### src/rtl/conv_pkg.sv
// Shared types and sizing helpers for the streaming convolution engine.
package conv_pkg;

    typedef enum logic [1:0] {
        IDLE,
        RUN,
        DRAIN,
        DONE
    } state_t;

    localparam int PIX_W = 8;

    function automatic int out_dim(input int n, input int k, input int s);
        return (n - k) / s + 1;
    endfunction

    // Products are 2*w bits; summing k*k of them needs clog2(k*k) carry bits.
    function automatic int acc_width(input int w, input int k);
        return 2 * w + $clog2(k * k);
    endfunction

    typedef logic [PIX_W-1:0]                 pixel_t;
    typedef logic [acc_width(PIX_W, 3)-1:0]   acc_t;

endpackage

### src/rtl/conv_line_buffer.sv
// Row FIFOs plus window history; `window` is the window as it will look once
// the pixel on `pix` is shifted in, so callers can compute on it the same cycle.
module conv_line_buffer #(
    parameter int IMG_W     = 7,
    parameter int KSIZE     = 3,
    parameter int WIDTH_BIT = 8
) (
    input  logic                                       clock,
    input  logic                                       shift,
    input  logic [WIDTH_BIT-1:0]                       pix,
    output logic [KSIZE-1:0][KSIZE-1:0][WIDTH_BIT-1:0] window
);

    generate
        if (KSIZE > 1) begin : g_multi
            // row_in[KSIZE-1] is the current row; lower indices are older rows.
            logic [KSIZE-1:0][WIDTH_BIT-1:0]            row_in;
            logic [IMG_W-1:0][WIDTH_BIT-1:0]            fifo [KSIZE-1];
            logic [KSIZE-1:0][KSIZE-2:0][WIDTH_BIT-1:0] hist;

            assign row_in[KSIZE-1] = pix;

            for (genvar i = 0; i < KSIZE - 1; i++) begin : g_row
                always_ff @(posedge clock) begin
                    if (shift) begin
                        fifo[i] <= {fifo[i][IMG_W-2:0], row_in[KSIZE-1-i]};
                    end
                end
                assign row_in[KSIZE-2-i] = fifo[i][IMG_W-1];
            end

            always_comb begin
                for (int r = 0; r < KSIZE; r++) begin
                    for (int c = 0; c < KSIZE - 1; c++) begin
                        window[r][c] = hist[r][c];
                    end
                    window[r][KSIZE-1] = row_in[r];
                end
            end

            always_ff @(posedge clock) begin
                if (shift) begin
                    for (int r = 0; r < KSIZE; r++) begin
                        for (int c = 0; c < KSIZE - 1; c++) begin
                            hist[r][c] <= window[r][c+1];
                        end
                    end
                end
            end
        end else begin : g_single
            assign window[0][0] = pix;
        end
    endgenerate

endmodule

### src/rtl/conv2_stream.sv
// Streaming KSIZE x KSIZE convolution over one raster-order image per start,
// emitting valid-region results with stride, shift and saturate/truncate.
module conv2_stream
    import conv_pkg::*;
#(
    parameter int IMG_W     = 7,
    parameter int IMG_H     = 7,
    parameter int KSIZE     = 3,
    parameter int WIDTH_BIT = 8,
    parameter int STRIDE    = 1,
    parameter int SHIFT     = 0,
    parameter int SATURATE  = 1
) (
    input  logic                                       clock,
    input  logic                                       reset,
    input  logic                                       start,
    input  logic [KSIZE-1:0][KSIZE-1:0][WIDTH_BIT-1:0] kernel_in,
    input  logic                                       pix_valid,
    output logic                                       pix_ready,
    input  logic [WIDTH_BIT-1:0]                       pix_data,
    output logic                                       out_valid,
    input  logic                                       out_ready,
    output logic [WIDTH_BIT-1:0]                       out_data,
    output logic                                       out_last,
    output logic                                       busy,
    output logic                                       done,
    output state_t                                     fsm_state
);

    localparam int OUT_W    = out_dim(IMG_W, KSIZE, STRIDE);
    localparam int OUT_H    = out_dim(IMG_H, KSIZE, STRIDE);
    localparam int ACC_W    = acc_width(WIDTH_BIT, KSIZE);
    localparam int PROD_W   = 2 * WIDTH_BIT;
    localparam int LAST_ROW = (OUT_H - 1) * STRIDE + KSIZE - 1;
    localparam int LAST_COL = (OUT_W - 1) * STRIDE + KSIZE - 1;
    localparam int CW       = (IMG_W > 1) ? $clog2(IMG_W) : 1;
    localparam int RW       = (IMG_H > 1) ? $clog2(IMG_H) : 1;

    state_t                                     state;
    logic [CW-1:0]                              col;
    logic [RW-1:0]                              row;
    logic [KSIZE-1:0][KSIZE-1:0][WIDTH_BIT-1:0] kern;
    logic [KSIZE-1:0][KSIZE-1:0][WIDTH_BIT-1:0] window;

    logic                 xfer;
    logic                 row_ok;
    logic                 col_ok;
    logic                 win_done;
    logic                 last_win;
    logic                 last_pix;
    logic [PROD_W-1:0]    prod;
    logic [ACC_W-1:0]     acc;
    logic [ACC_W-1:0]     res;
    logic [WIDTH_BIT-1:0] narrow;

    assign pix_ready = (state == RUN) && (!out_valid || out_ready);
    assign xfer      = pix_valid && pix_ready;
    assign fsm_state = state;

    conv_line_buffer #(
        .IMG_W    (IMG_W),
        .KSIZE    (KSIZE),
        .WIDTH_BIT(WIDTH_BIT)
    ) u_line_buffer (
        .clock (clock),
        .shift (xfer),
        .pix   (pix_data),
        .window(window)
    );

    always_comb begin
        row_ok   = (int'(row) >= KSIZE - 1) && (((int'(row) - (KSIZE - 1)) % STRIDE) == 0);
        col_ok   = (int'(col) >= KSIZE - 1) && (((int'(col) - (KSIZE - 1)) % STRIDE) == 0);
        win_done = xfer && row_ok && col_ok;
        last_win = (int'(row) == LAST_ROW) && (int'(col) == LAST_COL);
        last_pix = (int'(row) == IMG_H - 1) && (int'(col) == IMG_W - 1);
    end

    // MAC over the window that includes the pixel being accepted this cycle.
    always_comb begin
        prod = '0;
        acc  = '0;
        for (int r = 0; r < KSIZE; r++) begin
            for (int c = 0; c < KSIZE; c++) begin
                prod = PROD_W'(window[r][c]) * PROD_W'(kern[r][c]);
                acc  = acc + ACC_W'(prod);
            end
        end
        res = acc >> SHIFT;
        if (SATURATE != 0 && res > ACC_W'({WIDTH_BIT{1'b1}})) begin
            narrow = {WIDTH_BIT{1'b1}};
        end else begin
            narrow = res[WIDTH_BIT-1:0];
        end
    end

    always_ff @(posedge clock) begin
        if (reset) begin
            state     <= IDLE;
            col       <= '0;
            row       <= '0;
            out_valid <= 1'b0;
            out_last  <= 1'b0;
            out_data  <= '0;
            busy      <= 1'b0;
            done      <= 1'b0;
        end else begin
            done <= 1'b0;
            case (state)
                IDLE: begin
                    if (start) begin
                        kern  <= kernel_in;
                        col   <= '0;
                        row   <= '0;
                        busy  <= 1'b1;
                        state <= RUN;
                    end
                end
                RUN: begin
                    if (xfer) begin
                        if (int'(col) == IMG_W - 1) begin
                            col <= '0;
                            row <= row + RW'(1);
                        end else begin
                            col <= col + CW'(1);
                        end
                        if (last_pix) begin
                            state <= DRAIN;
                        end
                    end
                end
                DRAIN: begin
                    // Any result still pending here is the final one of the frame.
                    if (!out_valid || (out_ready && out_last)) begin
                        busy  <= 1'b0;
                        done  <= 1'b1;
                        state <= DONE;
                    end
                end
                DONE: begin
                    state <= IDLE;
                end
                default: begin
                    state <= IDLE;
                end
            endcase

            // A new result may load in the same cycle the old one is taken.
            if (win_done) begin
                out_valid <= 1'b1;
                out_data  <= narrow;
                out_last  <= last_win;
            end else if (out_ready) begin
                out_valid <= 1'b0;
                out_last  <= 1'b0;
            end
        end
    end

endmodule

### config.mk
export PLATFORM = sky130hd
export DESIGN_NAME = conv2_stream
export DESIGN_NICKNAME = d
export VERILOG_FILES = /design/src/rtl/conv_pkg.sv /design/src/rtl/conv_line_buffer.sv /design/src/rtl/conv2_stream.sv
export SDC_FILE = /design/constraint.sdc
export NUM_CORES = 1
export LEC_CHECK = 0
export CORE_ASPECT_RATIO = 0.7
export CORE_MARGIN = 2
export CORE_UTILIZATION = 64
export DETAILED_ROUTE_END_ITERATION = 16
export GPL_ROUTABILITY_DRIVEN = 0
export HOLD_SLACK_MARGIN = 0.03
export PLACE_DENSITY = 0.81
export SETUP_SLACK_MARGIN = 0.3
export SLEW_MARGIN = 5
export SYNTH_ARGS = -nofsm -noshare
export SYNTH_HDL_FRONTEND = slang
export SYNTH_HIERARCHICAL = 1
export SYNTH_SLANG_ARGS = --single-unit
### constraint.sdc
create_clock -name clock -period 13.9 [get_ports clock]
set_input_delay 3.475 -clock clock [delete_from_list [all_inputs] [get_ports clock]]
set_output_delay 3.475 -clock clock [all_outputs]
set_load 0.02 [all_outputs]
==> results.toml, run 1 <==
[grt]
grt_pass1_wl_um = 102000
antenna_found_initial = 2
grt_pass1_vias = 19000
grt_usage_pct = 30.3
overflow = 0
grt_max_degree = 73

[detailed_routing]
wl_um = 63900
routedWlPerCell_um = 20.3
ant_nets = 0
first_pass_iters = 5
vias = 17200
initialDrtViolationCount = 1494
drc_errors = 0
vias_per_cell = 5.46

[worst_setup_path]
crit_path_end_kind = "flip-flop"
crit_type = "in2reg"
cp-start-kind = "input pin"
arrival_ns = 12.41
cp_data_required_time_ns = 14.28
cp_max_fo = 9
r2r_slack_ns = 4.67

[logic_synthesis]
synthCells = 2519
synth_area_per_cell_um2 = 11.0
ys_types = 52
synth_seq_cells = 220
async_flop_share_pct = 0
synth_enable_flop_cells = 200
ys_seq_area_share_pct = 23.1
yosysWarnings = 6
syn_area_mm2 = 0.0278
syn-num-nets = 3409
yosys_most_used_dff = "edfxtp_1"

[clock_tree]
cts_buffer_depth = 3
clkSinkCount = 220
cts_tree = "done"
cts.repair.resized = 0
cts-root-buf = "clkbuf_16"
post_cts_buffers = 0
h-tree-depth = 1
postCtsHoldBufs = 0
cts_made_buffers = 25
path_clk_slew_ns = 0.06
worstSkewPairLatency_ns = 0.55

[sta]
finalSetupTns_ns = 0
drv_slew = 0
worst_pin_slew_ns = 1.02
slew_headroom_pct = 32.1
skew_ns = 0.0161
final_hold_viol_count = 0
rsz0062_at_grt = "no"
setup_viol = 0
max_freq_mhz = 83.1
finalCriticalPeriod_ns = 12.03
finalCritPeriodShare_pct = 86.5

[die]
initial_core_util_pct = 65.3
die_area_mm2 = 0.0451
num_rows = 63
die_h_um = 178
core_area_mm2 = 0.0426
ios = 100
die_w_um = 253

[cells_and_area]
multiInputGateArea_mm2 = 0.0184
diodes = 0
final_common_cell = "inv_1"
n_fill_cell = 3026
nets = 3476
drive_gt1_share_pct = 2.04
final_cell_mix = "inv_1, fa_1, and2_1"
syn2layout_area_growth_pct = 7.37
seq_area_mm2 = 0.00641

[placement]
io_buffer_count = 99
hpwlAfterDp_um = 53200

[run_status]
status = "finished, final reports clean"

[job]
maxCapViolations = 0

[min_path]
hp-class = "reg2reg"
-- path summary, 6_finish.rpt --
kind / endpoint / cells past startpoint / from
setup reg to reg: out_data[1]$_SDFFE_PP0P_ / 24 / u_line_buffer/window[60]$_DFFE_PP_
hold reg to reg: u_line_buffer/g_multi.fifo[0][41]$_DFFE_PP_ / 0 / u_line_buffer/g_multi.fifo[0][33]$_DFFE_PP_
hold / removal: u_line_buffer/g_multi.fifo[0][41]$_DFFE_PP_ / 0 / u_line_buffer/g_multi.fifo[0][33]$_DFFE_PP_
setup / recovery: out_data[1]$_SDFFE_PP0P_ / 26 / pix_data[3]
-- layout make-up --
class,instances,share of cell area [%]
inverter,685,8.62
timing repair buffer,103,3.42
tap,552,2.31
clock buffer,26,2.11
multi-input combinational,1551,61.6
clock inverter,18,0.503
sequential,220,21.5
-- cells in the mapped netlist (2+ instances only) --
library cell    n  area share (%)
and2_1        400             9.0
fa_1          543              39
nand2b_1        3           0.068
nor2b_1         3           0.068
or3_1           2           0.045
nor2_1         24            0.32
xor2_1          5            0.16
nand3b_1        2           0.054
a21oi_1        25            0.45
ha_1          262              12
nand3_1         4           0.072
nor3_1          7            0.13
inv_1         685             9.3
xnor2_1         5            0.16
o211ai_1        4            0.11
mux2i_1         6            0.22
clkbuf_1        5           0.068
buf_4          56             1.5
nand2_1       201             2.7
a21o_1          5            0.14
a211oi_1       14            0.38
nand4_1         3           0.068
edfxtp_1      200              22
dfxtp_1        20             1.4
o21ai_0         8            0.14
-- cells by family after synthesis --
kind of cell | Yosys count | synth area share [%]
compound gates | 72 | 1.77
flops | 220 | 23.1
mux | 6 | 0.216
fa+ha+maj | 805 | 50.9
simple gates | 658 | 12.8
xor+xnor | 10 | 0.315
buf+inv | 748 | 10.9
-- layer usage --
layer	part of all wire, %	GRT usage (%)	up-vias
met2	44	45.8	753
met1	41	42.0	8724
met5	0.036	0	-
met4	3.0	8.83	4
met3	12	10.4	142
li1	-	-	7596
-- state kept, by name, indices dropped and copies added (netlist names) --
name,count
u_line_buffer/window,44
u_line_buffer/g_multi.fifo,84
done,1
col,3
row,3
fsm_state,2
out_last,1
kern,72
out_data,8
busy,1
out_valid,1
-- worst max-delay path: stages --
cell,delay (ns)
clkdlybuf4s50_1,0.58
and2_1,0.27
fa_1,0.54
inv_1,0.06
fa_1,0.52
inv_1,0.04
fa_1,0.40
fa_1,0.53
fa_1,0.53
inv_1,0.07
fa_1,0.48
inv_1,0.05
fa_1,0.49
fa_1,0.51
fa_1,0.51
inv_1,0.05
fa_1,0.47
inv_1,0.04
ha_1,0.35
a21o_1,0.22
a311oi_1,0.29
nor2_1,0.08
or4_1,0.54
or4b_4,0.56
a2111oi_4,0.57
a211oi_1,0.17
-- stage by stage --
step	hold slack [ns]	worst slack, ns	cell area, µm²	util, %	std cells
after global placement	0.401	1.60	29100	68.3	3111
after CTS	0.419	1.94	29800	70.1	3155
final	0.416	1.87	29800	70.1	3155
after floorplan	0.400	2.46	27800	-	2519
after detailed placement	0.405	1.37	29100	68.3	3111
after global routing	0.424	1.56	29800	70.1	3155
Power of run 1 is left out: the tool's default activity adds up to more than one toggle a clock period on the data nets, which glitch-free logic cannot reach.
==> run 2, diff against run 1 <==
--- a/config.mk
+++ b/config.mk
@@ -9,7 +9,6 @@
 export CORE_MARGIN = 2
 export CORE_UTILIZATION = 64
 export DETAILED_ROUTE_END_ITERATION = 16
-export GPL_ROUTABILITY_DRIVEN = 0
 export HOLD_SLACK_MARGIN = 0.03
 export PLACE_DENSITY = 0.81
 export SETUP_SLACK_MARGIN = 0.3
==> results.toml, run 2 (same netlist as run 1, synthesis figures left out) <==
[worst_setup_path]
crit_type = "in2reg"
ff2ff_path_depth = 23
cp-start-kind = "input pin"
r2r_slack_ns = 4.66
arrival_ns = 12.41
crit_top_cell = "fa_1"
slowest_delay_ns = 0.60
crit_path_end_kind = "flip-flop"
cp_max_fo = 9
cp_data_required_time_ns = 14.29
cp_slowest_cell = "clkdlybuf4s50_1"

[cells_and_area]
final_cell_mix = "inv_1, fa_1, and2_1"
drive_gt1_share_pct = 1.92
largest_reg_flops = 84
stdcell_count = 3155
n_fill_cell = 3172
syn2layout_area_growth_pct = 7.41
seq_area_mm2 = 0.00641
regMostFlops = "u_line_buffer/g_multi.fifo"
multiInputGateArea_mm2 = 0.0184
nets = 3475
final_common_cell = "inv_1"

[die]
die_h_um = 178
die_w_um = 253
core_area_mm2 = 0.0426
die_area_mm2 = 0.0451
ios = 100
num_rows = 63
initial_core_util_pct = 65.3

[sta]
max_freq_mhz = 83.2
final_hold_viol_count = 0
slew_headroom_pct = 21.3
drv_slew = 0
skew_ns = 0.0121
finalCritPeriodShare_pct = 86.5
setup_viol = 0
whs_ns = 0.416
worst_pin_slew_ns = 1.18
rsz0062_at_grt = "no"
finalSetupTns_ns = 0
finalCriticalPeriod_ns = 12.02

[min_path]
hp-class = "reg2reg"
hold_depth = 0

[clock_tree]
postCtsHoldBufs = 0
worstSkewPairLatency_ns = 0.56
cts_tree = "done"
post_cts_buffers = 0
clkSinkCount = 220
cts.repair.resized = 0
path_clk_slew_ns = 0.06
h-tree-depth = 1
cts-root-buf = "clkbuf_16"
cts_buffer_depth = 3
cts_made_buffers = 24

[detailed_routing]
first_pass_iters = 5
vias = 17100
ant_nets = 0
routedWlPerCell_um = 20.4
vias_per_cell = 5.41
initialDrtViolationCount = 1151
wl_um = 64500
drc_errors = 0

[grt]
grt_pass1_vias = 18500
overflow = 0
grt_max_degree = 70
antenna_found_initial = 3
grt_usage_pct = 30.8
grt_pass1_wl_um = 103000

[placement]
io_buffer_count = 99
place_congestion = 0.944
hpwlAfterDp_um = 54100
placed_cells = 3111

[run_status]
status = "finished, final reports clean"

[job]
maxCapViolations = 0
## run 2: path summary, 6_finish.rpt
| path | endpoint | from |
|---|---|---|
| max | out_data[1]$_SDFFE_PP0P_ | pix_data[3] |
| min | u_line_buffer/g_multi.fifo[0][110]$_DFFE_PP_ | u_line_buffer/g_multi.fifo[0][102]$_DFFE_PP_ |
| max reg2reg | out_data[1]$_SDFFE_PP0P_ | u_line_buffer/window[60]$_DFFE_PP_ |
| min reg2reg | u_line_buffer/g_multi.fifo[0][110]$_DFFE_PP_ | u_line_buffer/g_multi.fifo[0][102]$_DFFE_PP_ |
## run 2: worst max-delay path, delay by kind of cell
family          cells  cell delay, ns
compound gates      4            1.27
fa+ha+maj          11            5.29
buf+inv             7            0.91
simple gates        4            1.44
## run 2: final cells by class
class | count | share of cell area (%)
multi-input combinational | 1551 | 61.5
sequential | 220 | 21.5
antenna | 1 | 0.00838
tap | 552 | 2.31
clock buffer | 27 | 2.12
timing repair buffer | 103 | 3.42
clock inverter | 16 | 0.520
inverter | 685 | 8.61
## run 2: per-stage QoR
step	utilization [%]	area, µm²	setup WS (ns)
floorplan	-	27800	2.46
global route	70.1	29800	1.46
finish	70.1	29800	1.88
CTS	70.1	29800	1.96
global placement	68.3	29100	1.48
detailed placement	68.3	29100	1.37
## run 2: per-layer routing
layer	part of all wire (%)	global-route usage, %
met5	0	0
met1	43	44.4
met3	11	10.4
met4	2.5	6.95
met2	43	45.5
Power of run 2 is left out for the same reason.
